--- src/rtl/apb_event_completer.sv ---
// APB3 completer accumulating event counts into three mailboxes (A/B/C) with
// wait states, PSLVERR on unmapped addresses and a sticky protocol flag.
// Optional READ_CLEAR_EN: completed reads of A/B/C clear that accumulator.
module apb_event_completer #(
    parameter int WAIT_CYCLES = 2,
    parameter int CNT_W       = 16
) (
    input  logic             clk,
    input  logic             reset,
    input  logic             apb_psel_i,
    input  logic             apb_penable_i,
    input  logic [31:0]      apb_paddr_i,
    input  logic             apb_pwrite_i,
    input  logic [31:0]      apb_pwdata_i,
    output logic             apb_pready_o,
    output logic [31:0]      apb_prdata_o,
    output logic             apb_pslverr_o,
    output logic [CNT_W-1:0] acc_a_o,
    output logic [CNT_W-1:0] acc_b_o,
    output logic [CNT_W-1:0] acc_c_o,
    output logic [2:0]       ovf_o,
    output logic             proto_err_o
);
    localparam logic [31:0] ADDR_A    = 32'hABBA_0000;
    localparam logic [31:0] ADDR_B    = 32'hBAFF_0000;
    localparam logic [31:0] ADDR_C    = 32'hCAFE_0000;
    localparam logic [31:0] ADDR_CTRL = 32'hC1EA_0000;
    localparam int          WCW       = (WAIT_CYCLES > 0) ? $clog2(WAIT_CYCLES + 1) : 1;

    typedef enum logic [1:0] {ST_IDLE, ST_SETUP, ST_ACCESS} state_t;

    state_t           state, state_nxt;
    logic [WCW-1:0]   wait_cnt;
    logic [31:0]      lat_addr, lat_wdata;
    logic             lat_write;
    logic             acc_cyc, changed, proto_set, hi_nz, clr_all, hit_ctrl, mapped;
    logic [2:0]       sel, wr_hit, rd_hit;
    logic [CNT_W-1:0] acc [3];
    logic [CNT_W:0]   sum [3];
    logic             ovf [3];

    assign sel      = {apb_paddr_i == ADDR_C, apb_paddr_i == ADDR_B, apb_paddr_i == ADDR_A};
    assign hit_ctrl = (apb_paddr_i == ADDR_CTRL);
    assign mapped   = |sel | hit_ctrl;

    // The first access cycle is seen while the register still holds ST_SETUP,
    // so a zero-wait transfer completes in two bus cycles.
    assign acc_cyc      = apb_psel_i & apb_penable_i & ((state == ST_SETUP) | (state == ST_ACCESS));
    assign apb_pready_o = acc_cyc & (wait_cnt == WCW'(WAIT_CYCLES));
    assign changed      = (apb_paddr_i != lat_addr) | (apb_pwrite_i != lat_write) |
                          (apb_pwdata_i != lat_wdata);

    always_comb begin
        state_nxt = state;
        proto_set = 1'b0;
        case (state)
            ST_IDLE: begin
                if (apb_psel_i & ~apb_penable_i)     state_nxt = ST_SETUP;
                else if (apb_psel_i & apb_penable_i) proto_set = 1'b1;
            end
            ST_SETUP, ST_ACCESS: begin
                if (apb_psel_i & apb_penable_i) begin
                    state_nxt = apb_pready_o ? ST_IDLE : ST_ACCESS;
                    proto_set = changed;
                end else begin
                    state_nxt = ST_IDLE;
                    proto_set = 1'b1;
                end
            end
            default: state_nxt = ST_IDLE;
        endcase
    end

    always_ff @(posedge clk or posedge reset) begin
        if (reset) begin
            state       <= ST_IDLE;
            wait_cnt    <= '0;
            lat_addr    <= '0;
            lat_wdata   <= '0;
            lat_write   <= 1'b0;
            proto_err_o <= 1'b0;
        end else begin
            state    <= state_nxt;
            wait_cnt <= (acc_cyc & ~apb_pready_o) ? wait_cnt + WCW'(1) : '0;
            if (proto_set) proto_err_o <= 1'b1;
            if (state == ST_IDLE && apb_psel_i && !apb_penable_i) begin
                lat_addr  <= apb_paddr_i;
                lat_wdata <= apb_pwdata_i;
                lat_write <= apb_pwrite_i;
            end
        end
    end

    // Increment bits above the accumulator width force saturation.
    generate
        if (CNT_W < 32) begin : g_hi
            assign hi_nz = |apb_pwdata_i[31:CNT_W];
        end else begin : g_nohi
            assign hi_nz = 1'b0;
        end
    endgenerate

    assign wr_hit  = sel & {3{apb_pready_o & apb_pwrite_i}};
    assign rd_hit  = sel & {3{apb_pready_o & ~apb_pwrite_i}};
    assign clr_all = apb_pready_o & apb_pwrite_i & hit_ctrl & apb_pwdata_i[0];

    for (genvar i = 0; i < 3; i++) begin : g_acc
        assign sum[i] = {1'b0, acc[i]} + {1'b0, apb_pwdata_i[CNT_W-1:0]};

        always_ff @(posedge clk or posedge reset) begin
            if (reset) begin
                acc[i] <= '0;
                ovf[i] <= 1'b0;
            end else if (clr_all) begin
                acc[i] <= '0;
                ovf[i] <= 1'b0;
            end else if (wr_hit[i]) begin
                if (sum[i][CNT_W] | hi_nz) begin
                    acc[i] <= '1;
                    ovf[i] <= 1'b1;
                end else begin
                    acc[i] <= sum[i][CNT_W-1:0];
                end
            end
`ifdef READ_CLEAR_EN
            else if (rd_hit[i]) begin
                acc[i] <= '0;
                ovf[i] <= 1'b0;
            end
`endif
        end
    end

    assign acc_a_o = acc[0];
    assign acc_b_o = acc[1];
    assign acc_c_o = acc[2];
    assign ovf_o   = {ovf[2], ovf[1], ovf[0]};

    always_comb begin
        apb_prdata_o = '0;
        if (rd_hit[0])      apb_prdata_o = 32'(acc[0]);
        else if (rd_hit[1]) apb_prdata_o = 32'(acc[1]);
        else if (rd_hit[2]) apb_prdata_o = 32'(acc[2]);
        else if (apb_pready_o & ~apb_pwrite_i & hit_ctrl)
            apb_prdata_o = {28'h0, proto_err_o, ovf_o};
    end

    assign apb_pslverr_o = apb_pready_o & ~mapped;

endmodule

--- config.mk ---
export PLATFORM = sky130hd
export DESIGN_NAME = apb_event_completer
export DESIGN_NICKNAME = d
export VERILOG_FILES = /design/src/rtl/apb_event_completer.sv
export SDC_FILE = /design/constraint.sdc
export NUM_CORES = 1
export LEC_CHECK = 0
export ABC_AREA = 1
export CAP_MARGIN = 20
export CORE_ASPECT_RATIO = 2
export CORE_MARGIN = 2
export CORE_UTILIZATION = 40
export DETAILED_ROUTE_END_ITERATION = 8
export PLACE_DENSITY_LB_ADDON = 0.08
export SKIP_LAST_GASP = 1
export SYNTH_ARGS = -nofsm -noshare
export SYNTH_HDL_FRONTEND = slang
export SYNTH_SLANG_ARGS = --single-unit
--- constraint.sdc ---
create_clock -name clk -period 4.1 [get_ports clk]
set_input_delay 0.41 -clock clk [delete_from_list [all_inputs] [get_ports clk]]
set_output_delay 0.41 -clock clk [all_outputs]
set_load 0.01 [all_outputs]
# Word level (Yosys, flattened, before mapping)

Index checks and enable logic that the tools add are counted.

Bits of input ports: 69
Register bits: 121
Word-level logic and storage cells: 98
Output and inout bits: 86

Reductions and logical operators: 16
Eq/ne operators: 11
Add/sub/neg operators: 4
Bitwise gates (word level): 24
Mux-type cells: 31

Operators with widths:

| operator                                            | count |
|---|---|
| 2-to-1 mux 16 bit                                   | 12 |
| equality test 32 bit, second input constant         | 4 |
| != test 32 bit                                      | 2 |
| adder 16 x 16 -> 17 bit                             | 3 |
| OR reduction 16 bit                                 | 1 |
| 2-to-1 mux 1 bit                                    | 12 |
| nonzero test 2 bit                                  | 6 |
| AND 1 bit                                           | 11 |
| 2-to-1 mux 2 bit                                    | 4 |
| bitwise OR 1 bit                                    | 7 |
| AND 3 bit                                           | 2 |
| AND reduction 2 bit                                 | 3 |
| equality test 2 bit, second input constant          | 2 |
| 2-to-1 mux 4 bit                                    | 1 |
| NOT 1 bit                                           | 4 |
| one-hot mux 2 bit (2 select lines)                  | 1 |
| OR reduction 3 bit                                  | 1 |
| adder 2 x 1 -> 2 bit, second input constant         | 1 |
| equality test 2 x 1 -> 1 bit, second input constant | 1 |
| logical AND 1 bit                                   | 2 |
| zero test 2 bit                                     | 1 |
| != test 2 bit, second input constant                | 1 |
| one-hot mux 1 bit (2 select lines)                  | 1 |
| OR reduction 2 bit                                  | 1 |
| 2 further kinds                                     | 2 |

# Longest topological paths before layout

Word-level depth: 10
Depth in mapped cells: 14

# Worst setup path before layout

No wires, ideal clock.

Path type: flip-flop to output port
Start point: register state[0]
End point: output apb_prdata_o[10]
Slack: 1.740 ns
Data arrival time: 1.950 ns
Data required time: 3.690 ns
Stages on the path, launching flop included: 14
Path through: dfrtp_1 > inv_1 > ha_1 > inv_1 > nor3_2 > inv_2 > nor2_4 > inv_2 > nor2_8 > buf_6 > nand2_1 > nand2_1 > inv_1 > a21oi_1

Word-level cells in the longest chain between the ends: 9
Elaborated cells between the ends (all ways): 10
Those cells by class: eq/ne: 2; mux: 3; bitwise: 5

RTL lines:

| what                                                                | line | source |
|---|---|---|
| start, declared                                                     | 32   | `state_t state, state_nxt;` |
| start signal, assigned                                              | 83   | `state <= state_nxt;` |
| equality test 2 x 1 -> 1 bit or equality test 2 bit (tied branches) | 48   | `assign acc_cyc = apb_psel_i & apb_penable_i & ((state == ST_SETUP) \| (state == ST_ACCESS));` |
| bitwise OR 1 bit *                                                  | 48   |  |
| AND 1 bit *                                                         | 48   |  |
| AND 1 bit *                                                         | 49   | `assign apb_pready_o = acc_cyc & (wait_cnt == WCW'(WAIT_CYCLES));` |
| via apb_pready_o                                                    | 15   | `output logic apb_pready_o,` |
| AND 1 bit *                                                         | 104  | `assign rd_hit = sel & {3{apb_pready_o & ~apb_pwrite_i}};` |
| AND 3 bit *                                                         | 104  |  |
| 2-to-1 mux 16 bit                                                   | 143  | `else if (rd_hit[2]) apb_prdata_o = 32'(acc[2]);` |
| 2-to-1 mux 16 bit                                                   | 142  | `else if (rd_hit[1]) apb_prdata_o = 32'(acc[1]);` |
| 2-to-1 mux 16 bit *                                                 | 141  | `if (rd_hit[0]) apb_prdata_o = 32'(acc[0]);` |
| end, declared                                                       | 16   | `output logic [31:0] apb_prdata_o,` |

The timed path passes the listed nets; every way through them passes the cells marked *.

# Worst setup path after layout

Start point: register state[0]
End point: output apb_prdata_o[6]

Word-level cells in the longest chain between the ends: 9
Elaborated cells between the ends (all ways): 10
Those cells by class: eq/ne: 2; mux: 3; bitwise: 5

RTL lines:

| what                                                                | line |
|---|---|
| equality test 2 x 1 -> 1 bit or equality test 2 bit (tied branches) | 48 |
| bitwise OR 1 bit *                                                  | 48 |
| AND 1 bit *                                                         | 48 |
| AND 1 bit *                                                         | 49 |
| AND 1 bit *                                                         | 104 |
| AND 3 bit *                                                         | 104 |
| 2-to-1 mux 16 bit                                                   | 143 |
| 2-to-1 mux 16 bit                                                   | 142 |
| 2-to-1 mux 16 bit *                                                 | 141 |

Every way passes the cells marked *; elsewhere a longest branch is shown, timed or not.

==> results.ini <==
[hold_path]
worst_hold_path_type = flop to flop

[sta]
final_period_minus_worst_setup_slack_ns = 3.70
final_skew_ns = 0.00702
fin_setup_tns_ns = 0
report.final.slew_viol_count = 0
setup_repair_after_global_routing_missed_its_margin = no
tightestPinTransition_ns = 0.790
finalHoldViolations = 0
setup_violations = 0
slew_headroom_pct = 47.3
maxClockFrequency_mhz = 271
period_share_pct = 90.2

[logic_synthesis]
mean_post_synth_cell_area_sq_um = 6.83
seq_area_frac_synth_pct = 33.3
synth-edff-count = 0
netlist_top_cells_count = 410 x sky130_fd_sc_hd__nand2_1, 154 x sky130_fd_sc_hd__inv_1, 121 x sky130_fd_sc_hd__dfrtp_1, 118 x sky130_fd_sc_hd__nand3_1, 109 x sky130_fd_sc_hd__nor2_1
ys_ff_latch = 121
yosys.area.top_type_share_pct = 33.3
yosysMostFrequentCell = sky130_fd_sc_hd__nand2_1
top_post_synthesis_cells_by_area = sky130_fd_sc_hd__dfrtp_1 33%, sky130_fd_sc_hd__nand2_1 17%, sky130_fd_sc_hd__ha_1 7.0%
yosysWarningCount = 0
ys.flop_type = sky130_fd_sc_hd__dfrtp_1
syn-cell-area_sq_mm = 0.00908
synth_cell_types = 37
post-synth-top-area-cell = sky130_fd_sc_hd__dfrtp_1
synth-async-reset-ratio_pct = 100
synthesis.instances = 1331

[setup_path]
worst_path_cell_with_the_longest_stage_delay = sky130_fd_sc_hd__clkdlybuf4s50_1
worst-endpoint-arrival_ns = 3.29
critical-path-top-delay-family = simple AND/OR/NAND/NOR gates
cells_traversed_along_the_worst_timing_path = inv_1 > ha_1 > inv_1 > nor3_2 > inv_2 > nor2_4 > inv_2 > nor2_4 > nand3_1 > a21oi_1 > clkdlybuf4s50_1
ff2ff_setup_slack_ns = 1.47
regToRegEndpoint = acc_b_o[0]$_DFFE_PP0P_
timing.critical_path.slowest_cell_delay_ns = 0.56
r2r.worst_path.cells = 13
endpoint_kind = output pin
cp_num_cells = 11
crit_start = state[0]$_DFFE_PP0P_
critPathKind = flop to output pin
critical_path_required_ns = 3.69
crit_path_end = apb_prdata_o[6]
timing.critical_path.fanout_max = 16
worstPathBufferInverterCount = 5
worst_setup_path_start_kind = flop
r2r-start = acc_b_o[0]$_DFFE_PP0P_

[clocking]
cts_max_path_buffers = 2
clkLatencyLatePin_ns = 0.43
post_cts_resized = 0
post_cts_setup_driven_buffer_insertion_count = 0
h-tree-depth = 4
cts-buffers-inserted = 17
tritoncts_num_sinks = 121
cts.hold.buffers_added = 0
path_clk_slew_ns = 0.05
cts-root-buf = sky130_fd_sc_hd__clkbuf_16
cts_tree = done

[cells_and_area]
final-instance-count-excl-fill = 1760
final_core_utilization_pct = 50.3
synthToLayoutAreaGrowth_pct = 24.7
num_antenna_cells = 0
finalNetCount = 1591
drive_gt1_share_pct = 5.00
fillers = 2352

[place]
hpwlAfterDp_mm = 23.9
place_congestion = 0.920
number_of_buffers_added_on_ports = 138
place.detailed.instances = 1728

[grt]
overflow = 0
first_global_vias = 9118
global_route_wire_length_before_repair_mm = 47.7
antenna_found_initial = 0
maximum_number_of_pins_on_one_net_before_global_route_repair = 130
globalRouteTotalUtil_pct = 25.7

[pwr]
p_leak_nw = 5.83
irDropWorstVdd_v = 0.000693
p_per_area_mw_per_mm2 = 414

[drt]
viasPerCell = 5.08
avgRoutedWirePerCell_microns = 17.3
finalWirelength_mm = 30.4
final_antenna_net_count = 0
dr.pass1.iters = 5
detailedRoute.firstIterationViolations = 501
via_count = 8938
route.detailed.drc = 0

[floorplanning]
effective_utilization_at_floorplan_pct = 40.3
die-width_microns = 111
ios = 155
fp.dieArea_sq_mm = 0.0240
die_h_microns = 217
core_region_area_sq_mm = 0.0225
placementRows = 78

[run_status]
outcome = finished clean

[flow_run]
max_cap_viol_count = 0

-- worst register-to-register path: stages (launching register included) --
cell and delay, ns:
sky130_fd_sc_hd__dfrtp_1 0.42, sky130_fd_sc_hd__ha_1 0.24, sky130_fd_sc_hd__fa_1 0.40, sky130_fd_sc_hd__nand3_1 0.11, sky130_fd_sc_hd__nand2_1 0.09, sky130_fd_sc_hd__nand2_1 0.07
sky130_fd_sc_hd__nand2_1 0.12, sky130_fd_sc_hd__nand2_1 0.09, sky130_fd_sc_hd__nand2_1 0.10, sky130_fd_sc_hd__nand2_1 0.12, sky130_fd_sc_hd__nor2_1 0.06, sky130_fd_sc_hd__o21ai_2 0.29
sky130_fd_sc_hd__buf_4 0.27, sky130_fd_sc_hd__o211ai_1 0.12
-- power breakdown --
part           leakage, nW  internal, mW  switching [mW]
logic                 3.97         0.507           0.812
registers             1.55          1.54           0.221
clock network        0.303          1.06           0.557
total                 5.83          3.10            1.59
-- logic make-up after synthesis --
logic type	Yosys count	synth area share, %
other	1	0.0413
XOR/XNOR	46	4.43
multiplexers	2	0.248
adder cells (fa/ha/maj)	54	7.68
AND/OR/NAND/NOR	694	32.6
flip-flops	121	33.3
buffers and inverters	211	9.86
AO/OA/AOI/OAI	202	11.8
-- layer usage --
metal | vias up | GRT usage, % | share of wire (%)
met2 | 243 | 48.5 | 53
met1 | 4092 | 25.7 | 36
met4 | 0 | 15.8 | 6.2
met3 | 76 | 4.68 | 3.9
li1 | 4527 | - | -
met5 | - | 0 | 0
-- layout make-up --
type                            instances  area [sq um]  share of cell area (%)
Sequential cell                       121          3030                    26.7
Clock buffer                           23           478                    4.22
Clock inverter                          8           143                    1.26
Tap cell                              280           350                    3.09
Timing Repair Buffer                  148          1480                    13.1
Multi-Input combinational cell       1014          5230                    46.1
Inverter                              166           626                    5.52
-- cell usage in the layout (no fill, tap or decap), types with 2 or more instances in the layout --
master                            netlist  layout
sky130_fd_sc_hd__nand4_1               18      18
sky130_fd_sc_hd__clkbuf_8               0       3
sky130_fd_sc_hd__a21o_1                 6       6
sky130_fd_sc_hd__a21oi_1               69      69
sky130_fd_sc_hd__nor2_4                 7       7
sky130_fd_sc_hd__clkinv_2               0       3
sky130_fd_sc_hd__clkbuf_16              0      17
sky130_fd_sc_hd__o21ai_1                2       2
sky130_fd_sc_hd__nor2_1               109     109
sky130_fd_sc_hd__or2_2                  5       5
sky130_fd_sc_hd__nand3_1              118     118
sky130_fd_sc_hd__bufinv_16              0       4
sky130_fd_sc_hd__nand2_4                2       3
sky130_fd_sc_hd__o21ai_0              107     107
sky130_fd_sc_hd__clkdlybuf4s50_1        0     138
sky130_fd_sc_hd__xor2_1                36      36
sky130_fd_sc_hd__dfrtp_1              121     121
sky130_fd_sc_hd__conb_1                 1      16
sky130_fd_sc_hd__xnor2_1               10      10
sky130_fd_sc_hd__nor3_1                10      10
sky130_fd_sc_hd__ha_1                  51      51
sky130_fd_sc_hd__clkbuf_1              15       3
sky130_fd_sc_hd__fa_1                   3       3
sky130_fd_sc_hd__nor3_2                 3       3
sky130_fd_sc_hd__inv_1                154     153
sky130_fd_sc_hd__nor4_1                 2       2
sky130_fd_sc_hd__o21a_1                 2       2
sky130_fd_sc_hd__o21bai_1               3       3
sky130_fd_sc_hd__nand3b_1               6       6
sky130_fd_sc_hd__buf_12                 0       2
sky130_fd_sc_hd__buf_4                 19       8
sky130_fd_sc_hd__o211ai_1              11      11
sky130_fd_sc_hd__inv_2                 12      12
sky130_fd_sc_hd__nand2_1              410     409
sky130_fd_sc_hd__mux2_2                 2       2
-- per-stage QoR --
stage                     total power [mW]  cell area, sq um  worst slack, ns  hold slack, ns
after floorplan                       2.73              9140            0.476           0.401
after global placement                3.06             10700            0.745           0.416
after detailed placement              3.09             10700            0.666           0.429
after CTS                             4.74             11300            0.382           0.437
after global routing                  5.05             11300            0.240           0.458
final                                 4.69             11300            0.404           0.431
-- state kept, by name, indices dropped and copies added (netlist names) --
| register | cells |
|---|---|
| acc_a_o | 16 |
| lat_wdata | 32 |
| acc_b_o | 16 |
| acc_c_o | 16 |
| wait_cnt | 2 |
| proto_err_o | 1 |
| ovf_o | 3 |
| lat_write | 1 |
| lat_addr | 32 |
| state | 2 |
-- worst min path at each step --
stage / end / start / cells past startpoint
2_1_floorplan: wait_cnt[0]$_DFF_PP0_ / wait_cnt[0]$_DFF_PP0_ / 1
3_3_place_gp: wait_cnt[0]$_DFF_PP0_ / wait_cnt[0]$_DFF_PP0_ / 1
3_5_place_dp: wait_cnt[0]$_DFF_PP0_ / wait_cnt[0]$_DFF_PP0_ / 1
4_1_cts: wait_cnt[0]$_DFF_PP0_ / wait_cnt[0]$_DFF_PP0_ / 1
5_1_grt: wait_cnt[0]$_DFF_PP0_ / wait_cnt[0]$_DFF_PP0_ / 1
6_report: wait_cnt[0]$_DFF_PP0_ / wait_cnt[0]$_DFF_PP0_ / 1
Note: power is estimated with default switching activity, not from simulation.
